File: src/rtl/rom_dl_pkg.sv
// Shared types and constants for the ROM download sequencer.
package rom_dl_pkg;

    localparam int unsigned DL_AW = 25;
    localparam logic [DL_AW-1:0] DL_ROM_SIZE = 25'h14960;

    typedef enum logic [2:0] {
        IDLE,
        LOAD,
        WRITE,
        HOLD,
        READY
    } dl_state_t;

    // Increment that sticks at lim instead of wrapping.
    function automatic logic [DL_AW-1:0] sat_inc(input logic [DL_AW-1:0] v,
                                                 input logic [DL_AW-1:0] lim);
        return (v >= lim) ? lim : v + 1'b1;
    endfunction

endpackage

File: src/rtl/rom_dl_strobe.sv
// Write-strobe stretcher: a start pulse raises active_o for WR_HOLD cycles;
// done_o marks the last active cycle.
module rom_dl_strobe #(
    parameter int unsigned WR_HOLD = 2
) (
    input  logic clk_i,
    input  logic rst_ni,
    input  logic start_i,
    output logic active_o,
    output logic done_o
);

    localparam logic [3:0] HoldLast = 4'(WR_HOLD - 1);

    logic       active_q, active_d;
    logic [3:0] cnt_q, cnt_d;

    always_comb begin
        active_d = active_q;
        cnt_d    = cnt_q;
        done_o   = active_q && (cnt_q == 4'd0);
        if (start_i) begin
            active_d = 1'b1;
            cnt_d    = HoldLast;
        end else if (active_q) begin
            if (cnt_q == 4'd0) begin
                active_d = 1'b0;
            end else begin
                cnt_d = cnt_q - 4'd1;
            end
        end
    end

    always_ff @(posedge clk_i or negedge rst_ni) begin
        if (!rst_ni) begin
            active_q <= 1'b0;
            cnt_q    <= 4'd0;
        end else begin
            active_q <= active_d;
            cnt_q    <= cnt_d;
        end
    end

    assign active_o = active_q;

endmodule

File: src/rtl/rom_dl_sequencer.sv
// Qualifies hps_io ROM download bytes into stretched eprom writes and gates core reset.
// Optional checksum (EXP_SUM parameter, CSUM_OK port) is enabled by defining ROM_CHECKSUM_EN.
module rom_dl_sequencer
    import rom_dl_pkg::*;
#(
    parameter logic [7:0]       ROM_INDEX = 8'd0,
    parameter logic [DL_AW-1:0] ROM_SIZE  = DL_ROM_SIZE,
    parameter int unsigned      WR_HOLD   = 2,
    parameter int unsigned      POST_HOLD = 16
`ifdef ROM_CHECKSUM_EN
    ,
    parameter logic [15:0]      EXP_SUM   = 16'h0000
`endif
) (
    input  logic             CLK,
    input  logic             RESET_N,
    input  logic             IOCTL_DOWNLOAD,
    input  logic [7:0]       IOCTL_INDEX,
    input  logic             IOCTL_WR,
    input  logic [DL_AW-1:0] IOCTL_ADDR,
    input  logic [7:0]       IOCTL_DOUT,
    output logic             IOCTL_WAIT,
    output logic [DL_AW-1:0] ADDR_DL,
    output logic [7:0]       DATA_DL,
    output logic             WR_DL,
    output logic             CORE_RESET,
    output logic             ROM_READY,
    output logic [DL_AW-1:0] BYTE_COUNT,
    output logic             ERR_SHORT,
    output logic             ERR_OVER,
    output logic             ERR_ORDER
`ifdef ROM_CHECKSUM_EN
    ,
    output logic             CSUM_OK
`endif
);

    localparam logic [7:0] PostLast = 8'(POST_HOLD - 1);

    dl_state_t        state_q, state_d;
    logic             sel, sel_q, sel_rise;
    logic [DL_AW-1:0] addr_q, addr_d;
    logic [7:0]       data_q, data_d;
    logic [DL_AW-1:0] count_q, count_d;
    logic             err_short_q, err_short_d;
    logic             err_over_q, err_over_d;
    logic             err_order_q, err_order_d;
    logic             core_reset_q, core_reset_d;
    logic             ready_q, ready_d;
    logic [7:0]       hold_q, hold_d;
    logic             start_wr, wr_done, wr_active, go_hold, csum_good;
`ifdef ROM_CHECKSUM_EN
    logic [15:0]      sum_q, sum_d;
    logic             csum_ok_q, csum_ok_d;
    assign csum_good = (sum_q == EXP_SUM);
`else
    assign csum_good = 1'b1;
`endif

    assign sel      = IOCTL_DOWNLOAD && (IOCTL_INDEX == ROM_INDEX);
    assign sel_rise = sel && !sel_q;

    always_comb begin
        state_d      = state_q;
        addr_d       = addr_q;
        data_d       = data_q;
        count_d      = count_q;
        err_short_d  = err_short_q;
        err_over_d   = err_over_q;
        err_order_d  = err_order_q;
        core_reset_d = core_reset_q;
        ready_d      = ready_q;
        hold_d       = hold_q;
        start_wr     = 1'b0;
        go_hold      = 1'b0;
`ifdef ROM_CHECKSUM_EN
        sum_d        = sum_q;
        csum_ok_d    = csum_ok_q;
`endif

        unique case (state_q)
            IDLE, READY: begin
                if (sel_rise) begin
                    state_d      = LOAD;
                    count_d      = '0;
                    err_short_d  = 1'b0;
                    err_over_d   = 1'b0;
                    err_order_d  = 1'b0;
                    ready_d      = 1'b0;
                    core_reset_d = 1'b1;
`ifdef ROM_CHECKSUM_EN
                    sum_d        = 16'h0000;
                    csum_ok_d    = 1'b0;
`endif
                end
            end
            LOAD: begin
                // sel_q keeps a byte that coincides with the download falling edge.
                if (IOCTL_WR && (sel || sel_q)) begin
                    if (IOCTL_ADDR < ROM_SIZE) begin
                        addr_d   = IOCTL_ADDR;
                        data_d   = IOCTL_DOUT;
                        start_wr = 1'b1;
                        count_d  = sat_inc(count_q, ROM_SIZE);
                        state_d  = WRITE;
                        if (IOCTL_ADDR != count_q) begin
                            err_order_d = 1'b1;
                        end
`ifdef ROM_CHECKSUM_EN
                        sum_d = sum_q + {8'h00, IOCTL_DOUT};
`endif
                    end else begin
                        err_over_d = 1'b1;
                        go_hold    = !sel;
                    end
                end else if (!sel) begin
                    go_hold = 1'b1;
                end
            end
            WRITE: begin
                if (wr_done) begin
                    if (sel) begin
                        state_d = LOAD;
                    end else begin
                        go_hold = 1'b1;
                    end
                end
            end
            HOLD: begin
                if (hold_q == 8'd0) begin
                    state_d      = READY;
                    core_reset_d = err_short_q;
                    ready_d      = !err_short_q && csum_good;
`ifdef ROM_CHECKSUM_EN
                    csum_ok_d    = csum_good;
`endif
                end else begin
                    hold_d = hold_q - 8'd1;
                end
            end
            default: state_d = IDLE;
        endcase

        if (go_hold) begin
            state_d     = HOLD;
            hold_d      = PostLast;
            err_short_d = (count_q < ROM_SIZE);
        end
    end

    always_ff @(posedge CLK or negedge RESET_N) begin
        if (!RESET_N) begin
            state_q      <= IDLE;
            sel_q        <= 1'b0;
            addr_q       <= '0;
            data_q       <= 8'h00;
            count_q      <= '0;
            err_short_q  <= 1'b0;
            err_over_q   <= 1'b0;
            err_order_q  <= 1'b0;
            core_reset_q <= 1'b1;
            ready_q      <= 1'b0;
            hold_q       <= 8'd0;
`ifdef ROM_CHECKSUM_EN
            sum_q        <= 16'h0000;
            csum_ok_q    <= 1'b0;
`endif
        end else begin
            state_q      <= state_d;
            sel_q        <= sel;
            addr_q       <= addr_d;
            data_q       <= data_d;
            count_q      <= count_d;
            err_short_q  <= err_short_d;
            err_over_q   <= err_over_d;
            err_order_q  <= err_order_d;
            core_reset_q <= core_reset_d;
            ready_q      <= ready_d;
            hold_q       <= hold_d;
`ifdef ROM_CHECKSUM_EN
            sum_q        <= sum_d;
            csum_ok_q    <= csum_ok_d;
`endif
        end
    end

    rom_dl_strobe #(
        .WR_HOLD (WR_HOLD)
    ) u_strobe (
        .clk_i    (CLK),
        .rst_ni   (RESET_N),
        .start_i  (start_wr),
        .active_o (wr_active),
        .done_o   (wr_done)
    );

    assign IOCTL_WAIT = wr_active;
    assign WR_DL      = wr_active;
    assign ADDR_DL    = addr_q;
    assign DATA_DL    = data_q;
    assign BYTE_COUNT = count_q;
    assign CORE_RESET = core_reset_q;
    assign ROM_READY  = ready_q;
    assign ERR_SHORT  = err_short_q;
    assign ERR_OVER   = err_over_q;
    assign ERR_ORDER  = err_order_q;
`ifdef ROM_CHECKSUM_EN
    assign CSUM_OK    = csum_ok_q;
`endif

endmodule

File: config.mk
export PLATFORM = sky130hd
export DESIGN_NAME = rom_dl_sequencer
export DESIGN_NICKNAME = d
export VERILOG_FILES = /design/src/rtl/rom_dl_pkg.sv /design/src/rtl/rom_dl_strobe.sv /design/src/rtl/rom_dl_sequencer.sv
export SDC_FILE = /design/constraint.sdc
export NUM_CORES = 1
export LEC_CHECK = 0
export CAP_MARGIN = 15
export CORE_MARGIN = 3
export CORE_UTILIZATION = 50
export CTS_CLUSTER_DIAMETER = 200
export CTS_CLUSTER_SIZE = 16
export DETAILED_ROUTE_END_ITERATION = 10
export HOLD_SLACK_MARGIN = 0.12
export PLACE_DENSITY = 0.82
export SYNTH_ARGS = -nofsm -noshare
export SYNTH_HDL_FRONTEND = slang
export SYNTH_HIERARCHICAL = 1
export SYNTH_SLANG_ARGS = --single-unit
File: constraint.sdc
create_clock -name CLK -period 6.5 [get_ports CLK]
set_clock_uncertainty 0.15 [all_clocks]
set_input_delay 0.65 -clock CLK [delete_from_list [all_inputs] [get_ports CLK]]
set_output_delay 0.65 -clock CLK [all_outputs]
set_load 0.005 [all_outputs]
; Word-level counts from Yosys, hierarchy flattened
; Index checks and enable logic that the tools add are counted.
[word_totals]
reg_bits = 80
latchBits = 0
ramBits = 0
mem_bits_ro = 0
input_bits = 45
output_inout_bits = 65
memories = 0
[op_classes]
addsub = 3
multipliers = 0
div_mod_pow = 0
order_cmp = 3
n_eq_ne = 19
shift = 0
muxes = 45
bitwise = 0
n_reduce_logical = 28
[ops]
columns = operator, n
row1 = 25-bit 2-to-1 mux, 4
row2 = 25-bit by 17-bit less-than comparator with 1-bit output (second input constant), 2
row3 = 25-bit case mux with 2 select lines, 1
row4 = 25-bit by 1-bit adder with 25-bit output (second input constant), 1
row5 = 25-bit by 17-bit >= comparator with 1-bit output (second input constant), 1
row6 = 25-bit inequality test, 1
row7 = 8-bit 2-to-1 mux, 3
row8 = 1-bit 2-to-1 mux, 21
row9 = 3-bit 2-to-1 mux, 7
row10 = 8-bit logical NOT, 2
row11 = 2-bit inequality test (second input constant), 8
row12 = 3-bit inequality test (second input constant), 5
row13 = 4-bit 2-to-1 mux, 3
row14 = 3-bit case mux with 4 select lines, 1
row15 = 2-bit nonzero test, 6
row16 = 1-bit case mux with 2 select lines, 5
row17 = 4-bit AND reduction, 2
row18 = 8-bit by 1-bit subtractor with 8-bit output (second input constant), 1
row19 = 3-bit by 2-bit equality test with 1-bit output (second input constant), 2
row20 = 2-bit AND reduction, 3
row21 = 3-bit AND reduction, 2
row22 = 6-bit AND reduction, 1
row23 = 5-bit AND reduction, 1
row24 = 1-bit logical AND, 4
row25 = other kinds (9), 11

; Longest topological paths before layout
; Gate-level depths: netlist of run 1.
[depth]
depth_word = 8
mapped_depth = 9
mapped_depth_nobuf = 9

; By module
; Netlist of run 1, hierarchy kept.
[modules_own_cells]
columns = module, instances, cells_each, area_per_inst_um2, seq_area_each_um2
row1 = rom_dl_sequencer, 1, 439, 3896.2, 1878.1
row2 = rom_dl_strobe, 1, 27, 290.3, 125.1

; Worst setup path after synthesis of run 1
; Ideal clock, no wire load.
[synth_path]
path_kind = input to register
start = input port IOCTL_ADDR[20]
end = register u_strobe.cnt_q[1]
t_arrival_ns = 2.439
required_time_ns = 6.225
slack_ns = 3.786
stages = 9
n_path_buf = 2
path_cell_list = nor4_1 > nand3_1 > a211o_1 > or2_1 > clkbuf_1 > inv_2 > buf_4 > nor2_1 > mux2_4
[synth_between]
elab_chain_cells = 6
[synth_lines]
columns = element, line_no
row1 = start: declaration, rom_dl_sequencer.sv:20  ; input logic [DL_AW-1:0] IOCTL_ADDR,
row2 = 25-bit by 17-bit less-than comparator with 1-bit output *, rom_dl_sequencer.sv:100  ; if (IOCTL_ADDR < ROM_SIZE) begin
row3 = 1-bit 2-to-1 mux *, rom_dl_sequencer.sv:100
row4 = 1-bit 2-to-1 mux *, rom_dl_sequencer.sv:99  ; if (IOCTL_WR && (sel || sel_q)) begin
row5 = 1-bit 2-to-1 mux *, rom_dl_sequencer.sv:81  ; unique case (state_q)
row6 = named net start_wr, rom_dl_sequencer.sv:51  ; logic start_wr, wr_done, wr_active, go_hold, csum_good;
row7 = 2-bit inequality test (no source line) or 2-bit nonzero test (tied branches), --
row8 = 2-bit AND reduction (no source line), --
row9 = end signal: assignment, rom_dl_strobe.sv:40  ; cnt_q <= cnt_d;
row10 = end: declaration, rom_dl_strobe.sv:16  ; logic [3:0] cnt_q, cnt_d;
; The timed path passes the listed nets; every way through them passes the cells marked *.
; A chain may end at the register's enable or synchronous reset.

; Worst setup path in the final report of run 1
[layout_path]
start = input port IOCTL_ADDR[24]
end = register u_strobe.cnt_q[1]
[layout_between]
elab_chain_cells = 6
[layout_lines]
columns = element, line_no
row1 = 25-bit by 17-bit less-than comparator with 1-bit output *, rom_dl_sequencer.sv:100
row2 = 1-bit 2-to-1 mux *, rom_dl_sequencer.sv:100
row3 = 1-bit 2-to-1 mux *, rom_dl_sequencer.sv:99
row4 = 1-bit 2-to-1 mux *, rom_dl_sequencer.sv:81
row5 = 2-bit inequality test (no source line) or 2-bit nonzero test (tied branches), --
row6 = 2-bit AND reduction (no source line), --
; Mark *: on every way between the ends. The rest lies on a longest branch, timed or not.

==> run metrics, run 1 <==
CP Capture Type flop; Starting Density between 50% and 60%; Async S/R FF share, synth 100.0%; H-tree levels 3; Clk Latency, worst-skew pair approximately 0.35 ns; dominant synthesized flop cell dfrtp_1; average wire per standard cell 17.10 um; Setup violations, final 0; Area Growth Syn to Fin 31.14%; Leakage between 2 and 2.5 nW; Yosys reg bits 80; RSZ-0062 raised after global routing no; CP max stage delay between 0.6 and 0.7 ns; GRT overflow 0; critical path type primary input to flop; number of global-route vias before repair 3871; clk root buf clkbuf_8; Die Y just under 100 um; Post-route DRC 0; Crit-path slowest cell nor4_1; Slew Viols, Final 0; capturing point of the worst reg2reg path u_strobe/cnt_q[1]; status finished, final reports clean; worst-path cell chain clkdlybuf4s50_1 -> nor4_1 -> nand3_1 -> a211o_1 -> or2_1 -> buf_4 -> inv_2 -> nor2_1 -> mux2_4; top post-synthesis cells by area dfrtp_1, nand2_1, o21ai_0; R2R cell count 7; setup ws final about 2.9 ns; NumNets Final roughly 620; most frequent cell after synthesis nand2_1; die width ~98 um; clock tree sinks 80; post-place setup slack roughly 2.7 ns; CP Capture Point u_strobe/cnt_q[1]; top cell type's share of synthesized area a little under half; final worst path period need 3.598 ns; row cnt 32; Synth cell types between 50 and 60; fin util around 70%; largest net degree at the start of global routing between 80 and 90; GP Congestion between 1 and 1.5; post-cts hold buffer count 0; Arr. time, crit path between 3 and 4 ns; startpoint type of the worst setup path primary input; Port Buf Inserts 109; Worst Max-Slew Pin Slew 1.066 ns; endpoints failing hold 0; initial drt markers between 200 and 300; Max Fclk 277.9 MHz; setup total negative slack 0 ns; Antenna diodes 0; sequential share of the synthesized area between 40% and 50%; PostCTS Resize Cnt 0; maximum vdd ir drop approximately 0.11 mV; share of cells above drive strength 1 5.254%; die area 9507 sq um; worst min path class primary input to async pin; clk buf depth 2; final wirelength 11510 um; Avg Synthesized Cell Area ~9 sq um; IO Count 110; R2R Path Start state_q[0]; PwrDens between 150 and 200 nW/um^2; Core Area 7928 sq um; Post-DRT Antenna Nets 0; first-pass GRT wire length between 15000 and 20000 um; Total GRT Usage ~25%; Crit Path Max Fanout 40; Slew headroom between 20 and 30%; R2R Setup Slk roughly 3.8 ns; clock slew at reported path FFs approximately 0.090 ns; period utilization roughly 55%; Setup crit start IOCTL_ADDR[24]; YS warnings 6; Post-synth EDFFs 0; Max-Cap Viols 0; vias after detailed routing just under 4000; Syn Inst Count 466; Final HPWL DP 8462 um; initial antenna violation count 0; Cell Area, Synth 4187 sq um; Via density roughly 5.8; CTS Buf Count 9; setup bufs post-CTS 0; CTS tree built; Syn Nets a little over 500; TritonRoute pass-1 iters 5; top post-synthesis cells by count nand2_1, dfrtp_1, nor2_1; Critical Path RT ~6.6 ns; Synth area leader dfrtp_1
==> registers in the layout, indices dropped and copies added (netlist names), 3 cells and up <==
signal and cells:
ADDR_DL 25, hold_q 8, state_q 3, BYTE_COUNT 25, u_strobe/cnt_q 4, DATA_DL 8
==> metal layers <==
metal  global-route usage, %  up-vias  routed length [um]
li1                        -     1815                   -
met2                   38.59      186                5449
met1                   34.39     1886                4878
met3                   5.312       22                 888
met5                       0        -                   0
met4                   8.520        0                 292
==> worst min path at each step <==
stage                      startpoint              to  slack, ns  cells after the start
after detailed placement  ADDR_DL[12]     ADDR_DL[12]       0.31                      2
final                         RESET_N  BYTE_COUNT[21]       0.32                      1
after global routing       DATA_DL[5]      DATA_DL[5]       0.36                      2
after floorplan               RESET_N      ADDR_DL[0]       0.20                      0
after CTS                 ADDR_DL[12]     ADDR_DL[12]       0.33                      2
after global placement     ADDR_DL[0]      ADDR_DL[0]       0.31                      2
==> cells by family (layout without fill, tap and decap cells) <==
logic type	after synthesis	after routing	synth area share (%)
and+or+nand+nor	222	222	25.64
adders and majority gates	5	5	1.494
DFF	80	80	47.85
buffers and inverters	34	139	4.393
xor gates and xnor gates	30	30	6.276
AOI/OAI and AO/OA	91	91	13.27
muxes	4	4	1.076
==> layout by cell type, fill, tap and decap left out, types with 11 or more instances in the layout <==
cell | Yosys | routed
o21ai_0 | 29 | 29
inv_1 | 11 | 11
a31oi_1 | 11 | 11
nand3_1 | 17 | 17
a21oi_1 | 20 | 20
and2_1 | 11 | 11
nand2_1 | 102 | 102
clkdlybuf4s50_1 | 0 | 108
xnor2_1 | 16 | 16
dfrtp_1 | 79 | 79
nor2_1 | 33 | 33
xor2_1 | 14 | 14
==> area by class of cell <==
class                      count  area [sq um]
timing repair buffer         111          1104
fill                         629          2437
sequential                    80          2003
multi-input combinational    352          1999
tap                          102         127.6
clock buffer                  10         137.6
clock inverter                 6         73.82
inverter                      12         45.04
==> power breakdown <==
part	internal, mW	switching [mW]
Sequential	0.503	0.00990
Combinational	0.0434	0.0354
Clock	0.193	0.196
Total	0.739	0.242
==> through the flow <==
stage / instances / hold slack (ns) / cell area [sq um] / total power, mW
6_report: 673 / 0.3166 / 5490 / 0.9809
5_1_grt: 673 / 0.3600 / 5490 / 1.015
4_1_cts: 673 / 0.3331 / 5490 / 0.9841
3_5_place_dp: 657 / 0.3123 / 5279 / 0.6017
3_3_place_gp: 657 / 0.3087 / 5279 / 0.5995
2_1_floorplan: 466 / 0.2044 / 4187 / 0.5438
==> worst max-delay path: cells and delay by family <==
family | cells | cell delay [ns]
AO/OA/AOI/OAI | 1 | 0.36
buffers and inverters | 3 | 1.15
multiplexers | 1 | 0.30
AND/OR/NAND/NOR | 4 | 1.20
No activity file was read; power rests on OpenSTA's default activity.
==> inputs of run 2 (changes only) <==
--- a/config.mk
+++ b/config.mk
@@ -7,12 +7,12 @@
 export LEC_CHECK = 0
 export CAP_MARGIN = 15
 export CORE_MARGIN = 3
-export CORE_UTILIZATION = 50
+export CORE_UTILIZATION = 49
 export CTS_CLUSTER_DIAMETER = 200
 export CTS_CLUSTER_SIZE = 16
 export DETAILED_ROUTE_END_ITERATION = 10
 export HOLD_SLACK_MARGIN = 0.12
-export PLACE_DENSITY = 0.82
+export PLACE_DENSITY = 0.8
 export SYNTH_ARGS = -nofsm -noshare
 export SYNTH_HDL_FRONTEND = slang
 export SYNTH_HIERARCHICAL = 1
==> constraint.sdc (replaced) <==
create_clock -name CLK -period 3.4 [get_ports CLK]
set_clock_uncertainty 0.15 [all_clocks]
set_input_delay 0.34 -clock CLK [delete_from_list [all_inputs] [get_ports CLK]]
set_output_delay 0.34 -clock CLK [all_outputs]
set_load 0.005 [all_outputs]
==> run 2 against run 1 <==
Combinational power grew 92%. Clock-buffer cell count is the same. Largest power group unchanged. Wire length shrank 0.16%. Flip-flop and latch count is the same. Sequential power grew 91%. Register-to-register slack lost 2.8 ns. Final cell count grew 1.3%. Sequential share of layout area shrank 0.51 points.
==> run metrics, run 2 (synthesized netlist as in run 1, its figures left out) <==
die area 9689 sq um (was 9507 sq um); GP Congestion 0.9286 (was 1.005); Max Fclk around 390 MHz; startpoint type of the worst setup path primary input (unchanged); initial antenna violation count 0 (unchanged); Core Area 8258 sq um (was 7928 sq um); worst min path class flop to flop (was primary input to async pin); CTS Buf Count 9 (unchanged); Post-DRT Antenna Nets 0 (unchanged); setup bufs post-CTS 0 (unchanged); NumNets Final 622 (was 616); maximum vdd ir drop 0.2521 mV (was 0.1093 mV); placed cells 665 (was 657); Critical Path RT 3.49 ns (was 6.59 ns); non-filler cells, final 682 (was 673); Max-Cap Viols 0 (unchanged); H-tree levels 3 (unchanged); die width 98.44 um (was 97.51 um); family with the most delay on the worst path simple AND/OR/NAND/NOR gates (unchanged); IO Count 110 (unchanged); Slew Viols, Final 0 (unchanged); Die Y 98.44 um (was 97.51 um); first-pass GRT wire length 18940 um (was 19280 um); worst-path cell chain clkdlybuf4s50_1 -> nor4_1 -> nand3_1 -> a211o_1 -> or2_1 -> inv_2 -> nor2_1 -> mux2_4 (was clkdlybuf4s50_1 -> nor4_1 -> nand3_1 -> a211o_1 -> or2_1 -> buf_4 -> inv_2 -> nor2_1 -> mux2_4); Starting Density 50.70% (was 52.81%); Setup violations, final 0 (unchanged); post-place setup slack 0.4597 ns (was 2.667 ns); period utilization 75.86%; endpoints failing hold 0 (unchanged); Crit-path slowest cell nor4_1 (unchanged); Slew headroom 31.88% (was 28.62%); RSZ-0062 raised after global routing no (unchanged); most frequent cells in the layout clkdlybuf4s50_1, nand2_1, dfrtp_1, nor2_1, o21ai_0 (unchanged); row cnt 33 (was 32); Via density 5.661 (was 5.808); clk root buf clkbuf_8 (unchanged); Antenna diodes 0 (unchanged); setup ws final 0.8208 ns (was 2.902 ns); CTS tree built (unchanged); setup total negative slack 0 ns (unchanged); largest net degree at the start of global routing 81 (unchanged); critical path type primary input to flop (unchanged); Post-DP Area 5320 sq um (was 5279 sq um); Arr. time, crit path 2.67 ns (was 3.69 ns); vias after detailed routing 3861 (was 3909); Worst Max-Slew Pin Slew 1.022 ns (was 1.066 ns); share of cells above drive strength 1 6.066% (was 5.254%); clock slew at reported path FFs 0.09 ns (about the same); TritonRoute pass-1 iters 5 (unchanged); Crit path buffers/inverters 2 (was 3); Total GRT Usage 24.23% (was 24.78%); initial drt markers 271 (was 281); PwrDens 351.5 nW/um^2 (was 178.7 nW/um^2); status finished, final reports clean (unchanged); Leakage 2.460 nW (was 2.417 nW); CP Capture Type flop (unchanged); GRT overflow 0 (unchanged); average wire per standard cell 16.85 um (was 17.10 um); number of global-route vias before repair 3754 (was 3871); Port Buf Inserts 109 (unchanged); Final HPWL DP 8492 um (was 8462 um); Crit Path Max Fanout 9 (was 40); worst hold slack 0.3328 ns (was 0.3166 ns); clock tree sinks 80 (unchanged); CP max stage delay 0.51 ns (was 0.64 ns); final instance area 5568 sq um (was 5490 sq um); final wirelength 11490 um (was 11510 um); commonest non-fill, non-tap cell in the layout clkdlybuf4s50_1 (unchanged); final worst path period need 2.579 ns; Area Growth Syn to Fin 32.99% (was 31.14%); Post-route DRC 0 (unchanged); Clk Latency, worst-skew pair 0.35 ns (about the same); clk buf depth 2 (unchanged)
run 2: cell types whose count changed in the layout (fill, tap and decap cells not counted), sizes merged:
cell         before  now
buf               3    8
bufinv            1    2
clkinv            3    2
dlygate4sd3       0    1
run 2: final timing paths:
| path | cells past startpoint | endpoint | slack [ns] | startpoint |
|---|---|---|---|---|
| setup / recovery | 8 | u_strobe/cnt_q[1] | 0.82 | IOCTL_ADDR[20] |
| hold / removal | 2 | ADDR_DL[2] | 0.33 | ADDR_DL[2] |
| setup reg to reg | 6 | hold_q[2] | 1.02 | hold_q[4] |
| hold reg to reg | 2 | ADDR_DL[2] | 0.33 | ADDR_DL[2] |
| max in group asynchronous | 2 | BYTE_COUNT[6] | 1.89 | RESET_N |
| min in group asynchronous | 2 | BYTE_COUNT[23] | 0.54 | RESET_N |
run 2: timing repair:
| action | 4_1_cts | 5_1_grt |
|---|---|---|
| endpoints found under the hold margin | 79 | 0 |
| gates resized for setup | 0 | 0 |
| hold buffers | 1 | 0 |
run 2: where the power goes:
group          switching (mW)  internal, mW
clock                   0.380         0.447
sequential             0.0183         0.962
combinational          0.0674        0.0834
run 2: area by class of cell:
type                    count  area (sq um)
inverters                  12         45.04
multi-input cells         352          1999
clock inverters             6         100.1
well taps                 105         131.4
repair buffers            117          1151
clock buffers              10         137.6
fillers                   686          2690
flip-flops and latches     80          2003
run 2: routing by layer:
layer	global-route usage [%]	vias up	wire, um
met4	7.248	0	201
met3	5.166	17	851
li1	-	1822	-
met5	0	-	0
met1	34.06	1864	4963
met2	38.07	158	5474
run 2: worst register-to-register path, stage by stage (launching register included):
cell and delay, ns:
dfrtp_1 0.42, or4_1 0.57, or4b_4 0.53, and3_4 0.25, nand2_1 0.09, xor2_1 0.16, nand2_1 0.07
run 2: metrics by stage:
| step | total power [mW] | utilization (%) |
|---|---|---|
| after floorplan | 1.040 | - |
| after global placement | 1.147 | 64.42 |
| after detailed placement | 1.149 | 64.42 |
| after CTS | 1.967 | 67.42 |
| after global routing | 2.024 | 67.42 |
| final | 1.957 | 67.42 |
==> inputs of run 3 (changes only) <==
==> constraint.sdc (replaced) <==
create_clock -name CLK -period 2.52 [get_ports CLK]
set_clock_uncertainty 0.15 [all_clocks]
set_input_delay 0.252 -clock CLK [delete_from_list [all_inputs] [get_ports CLK]]
set_output_delay 0.252 -clock CLK [all_outputs]
set_load 0.005 [all_outputs]
==> run 3 against run 2 <==
Cell area grew 2.8%. Global-route usage increased by 0.93 points. Power is 33% higher. Critical path depth fell by 2. Worst setup slack got worse by 0.66 ns. Via count is 3.2% higher. Non-clock buffer count increased by 18. Die area stayed put. First-iteration DRC count is 12% higher. Clock power rose by 28%. Sequential share of layout area is 0.98 points lower. Flip-flop and latch count did not move.
==> run metrics, run 3 (synthesized netlist as in run 1, its figures left out) <==
Clk Latency, worst-skew pair 0.36 ns (was 0.35 ns); GRT overflow 0 (unchanged); Slew headroom 65.52% (was 31.88%); Worst Max-Slew Pin Slew 0.5125 ns (was 1.022 ns); final worst path period need roughly 2.4 ns; Max Fclk between 400 and 500 MHz; initial drt markers 304 (was 271); worst hold slack 0.2664 ns (was 0.3328 ns); CP max stage delay 0.55 ns (was 0.51 ns); Crit path buffers/inverters 0 (was 2); Arr. time, crit path 2.47 ns (was 2.67 ns); number of global-route vias before repair 4002 (was 3754); family with the most delay on the worst path simple AND/OR/NAND/NOR gates (unchanged); fill cell count 646 (was 686); Setup violations, final 0 (unchanged); Die Y 98.44 um (unchanged); worst hold endpoint DATA_DL[2] (was ADDR_DL[2]); NumNets Final 640 (was 622); Area Growth Syn to Fin 36.70% (was 32.99%); largest net degree at the start of global routing 81 (unchanged); Core Area 8258 sq um (unchanged); commonest non-fill, non-tap cell in the layout clkdlybuf4s50_1 (unchanged); Max-Cap Viols 0 (unchanged); R2R Setup Slk 0.16 ns (was 1.02 ns); TritonRoute pass-1 iters 6 (was 5); Crit Path Max Fanout 12 (was 9); Hold Startpoint IOCTL_DOUT[2] (was ADDR_DL[2]); Register Area 2003 sq um (unchanged); share of cells above drive strength 1 8.739% (was 6.066%); initial antenna violation count 0 (unchanged); worst-path cell chain or4_1 -> or4b_4 -> and3_4 -> nand4_1 -> xor2_1 -> nor2_1 (was clkdlybuf4s50_1 -> nor4_1 -> nand3_1 -> a211o_1 -> or2_1 -> inv_2 -> nor2_1 -> mux2_4); first-pass GRT wire length 19750 um (was 18940 um); CTS Buf Count 9 (unchanged); hold path depth 3 (was 2); Starting Density 50.70% (unchanged); CP Capture Type flop (unchanged); final wirelength 11740 um (was 11490 um); IO Count 110 (unchanged); Total GRT Usage 25.16% (was 24.23%); average wire per standard cell 16.77 um (was 16.85 um); PwrDens 455.1 nW/um^2 (was 351.5 nW/um^2); die width 98.44 um (unchanged); worst min path class primary input to flop (was flop to flop); period utilization a little over nine tenths; RSZ-0062 raised after global routing no (unchanged); R2R Path Start hold_q[4] (unchanged); Via density 5.693 (was 5.661); most frequent cells in the layout clkdlybuf4s50_1, nand2_1, dfrtp_1, nor2_1, o21ai_0 (unchanged); clk root buf clkbuf_8 (unchanged); capturing point of the worst reg2reg path hold_q[5] (was hold_q[2]); clock slew at reported path FFs 0.09 ns (about the same); Post-DRT Antenna Nets 0 (unchanged); Leakage 2.550 nW (was 2.460 nW); Crit-path slowest cell or4_1 (was nor4_1); R2R cell count 6 (unchanged); final instance area 5723 sq um (was 5568 sq um); vias after detailed routing 3985 (was 3861); clock tree sinks 80 (unchanged); maximum vdd ir drop 0.3387 mV (was 0.2521 mV); multi-input logic area 1999 sq um (unchanged); critical path type flop to flop (was primary input to flop); Slew Viols, Final 0 (unchanged); setup bufs post-CTS 0 (unchanged); endpoints failing hold 0 (unchanged); row cnt 33 (unchanged); clk buf depth 2 (unchanged); Port Buf Inserts 109 (unchanged); total power 2.605 mW (was 1.957 mW); H-tree levels 3 (unchanged); die area 9689 sq um (unchanged); status finished, final reports clean (unchanged); GP Congestion 0.9675 (was 0.9286); Post-DP Area 5493 sq um (was 5320 sq um); Post-route DRC 0 (unchanged); Final HPWL DP 8570 um (was 8492 um); Antenna diodes 0 (unchanged); startpoint type of the worst setup path flop (was primary input); CTS tree built (unchanged); Critical Path RT 2.62 ns (was 3.49 ns)
[run 3: power by group]
part / switching (mW) / internal (mW)
Clock: 0.499 / 0.565
Combinational: 0.0928 / 0.123
Sequential: 0.0275 / 1.30
[run 3: worst max path at each step]
stage	startpoint	end	cells after the start
finish	hold_q[4]	hold_q[5]	6
global placement	IOCTL_ADDR[19]	BYTE_COUNT[10]	10
detailed placement	IOCTL_ADDR[24]	u_strobe/cnt_q[1]	9
global route	hold_q[4]	hold_q[6]	6
CTS	hold_q[4]	hold_q[5]	6
floorplan	IOCTL_ADDR[20]	u_strobe/cnt_q[1]	9
[run 3: stage by stage]
step                std cells  setup slack, ns  utilization (%)  setup TNS [ns]
CTS                       700           0.1626            69.30               0
finish                    700           0.1574            69.30               0
global placement          683         -0.09963            66.52          -1.036
detailed placement        683         -0.07779            66.52         -0.3464
floorplan                 466           0.2043                -               0
global route              700          0.05508            69.30               0
[run 3: timing repair]
item	CTS	global route
resized for setup	0	0
hold buffers	1	0
setup endpoints to repair	0	0
endpoints found under the hold margin	80	0
[run 3: layout make-up]
class                   count  area share, %
clock inverters             6          1.618
repair buffers            135          23.13
well taps                 105          2.296
flip-flops and latches     80          35.00
clock buffers              10          2.230
multi-input cells         352          34.94
inverters                  12         0.7871
[run 3: worst min-delay path, delay by kind of cell]
| kind | cells | cell delay, ns |
|---|---|---|
| buf+inv | 1 | 0.40 |
| simple gates | 2 | 0.09 |
[run 3: routing by layer]
layer | track usage, % | share of wire [%]
met5 | 0 | 0
met3 | 6.511 | 8.8
met2 | 39.11 | 47
met1 | 34.77 | 42
met4 | 8.088 | 2.2
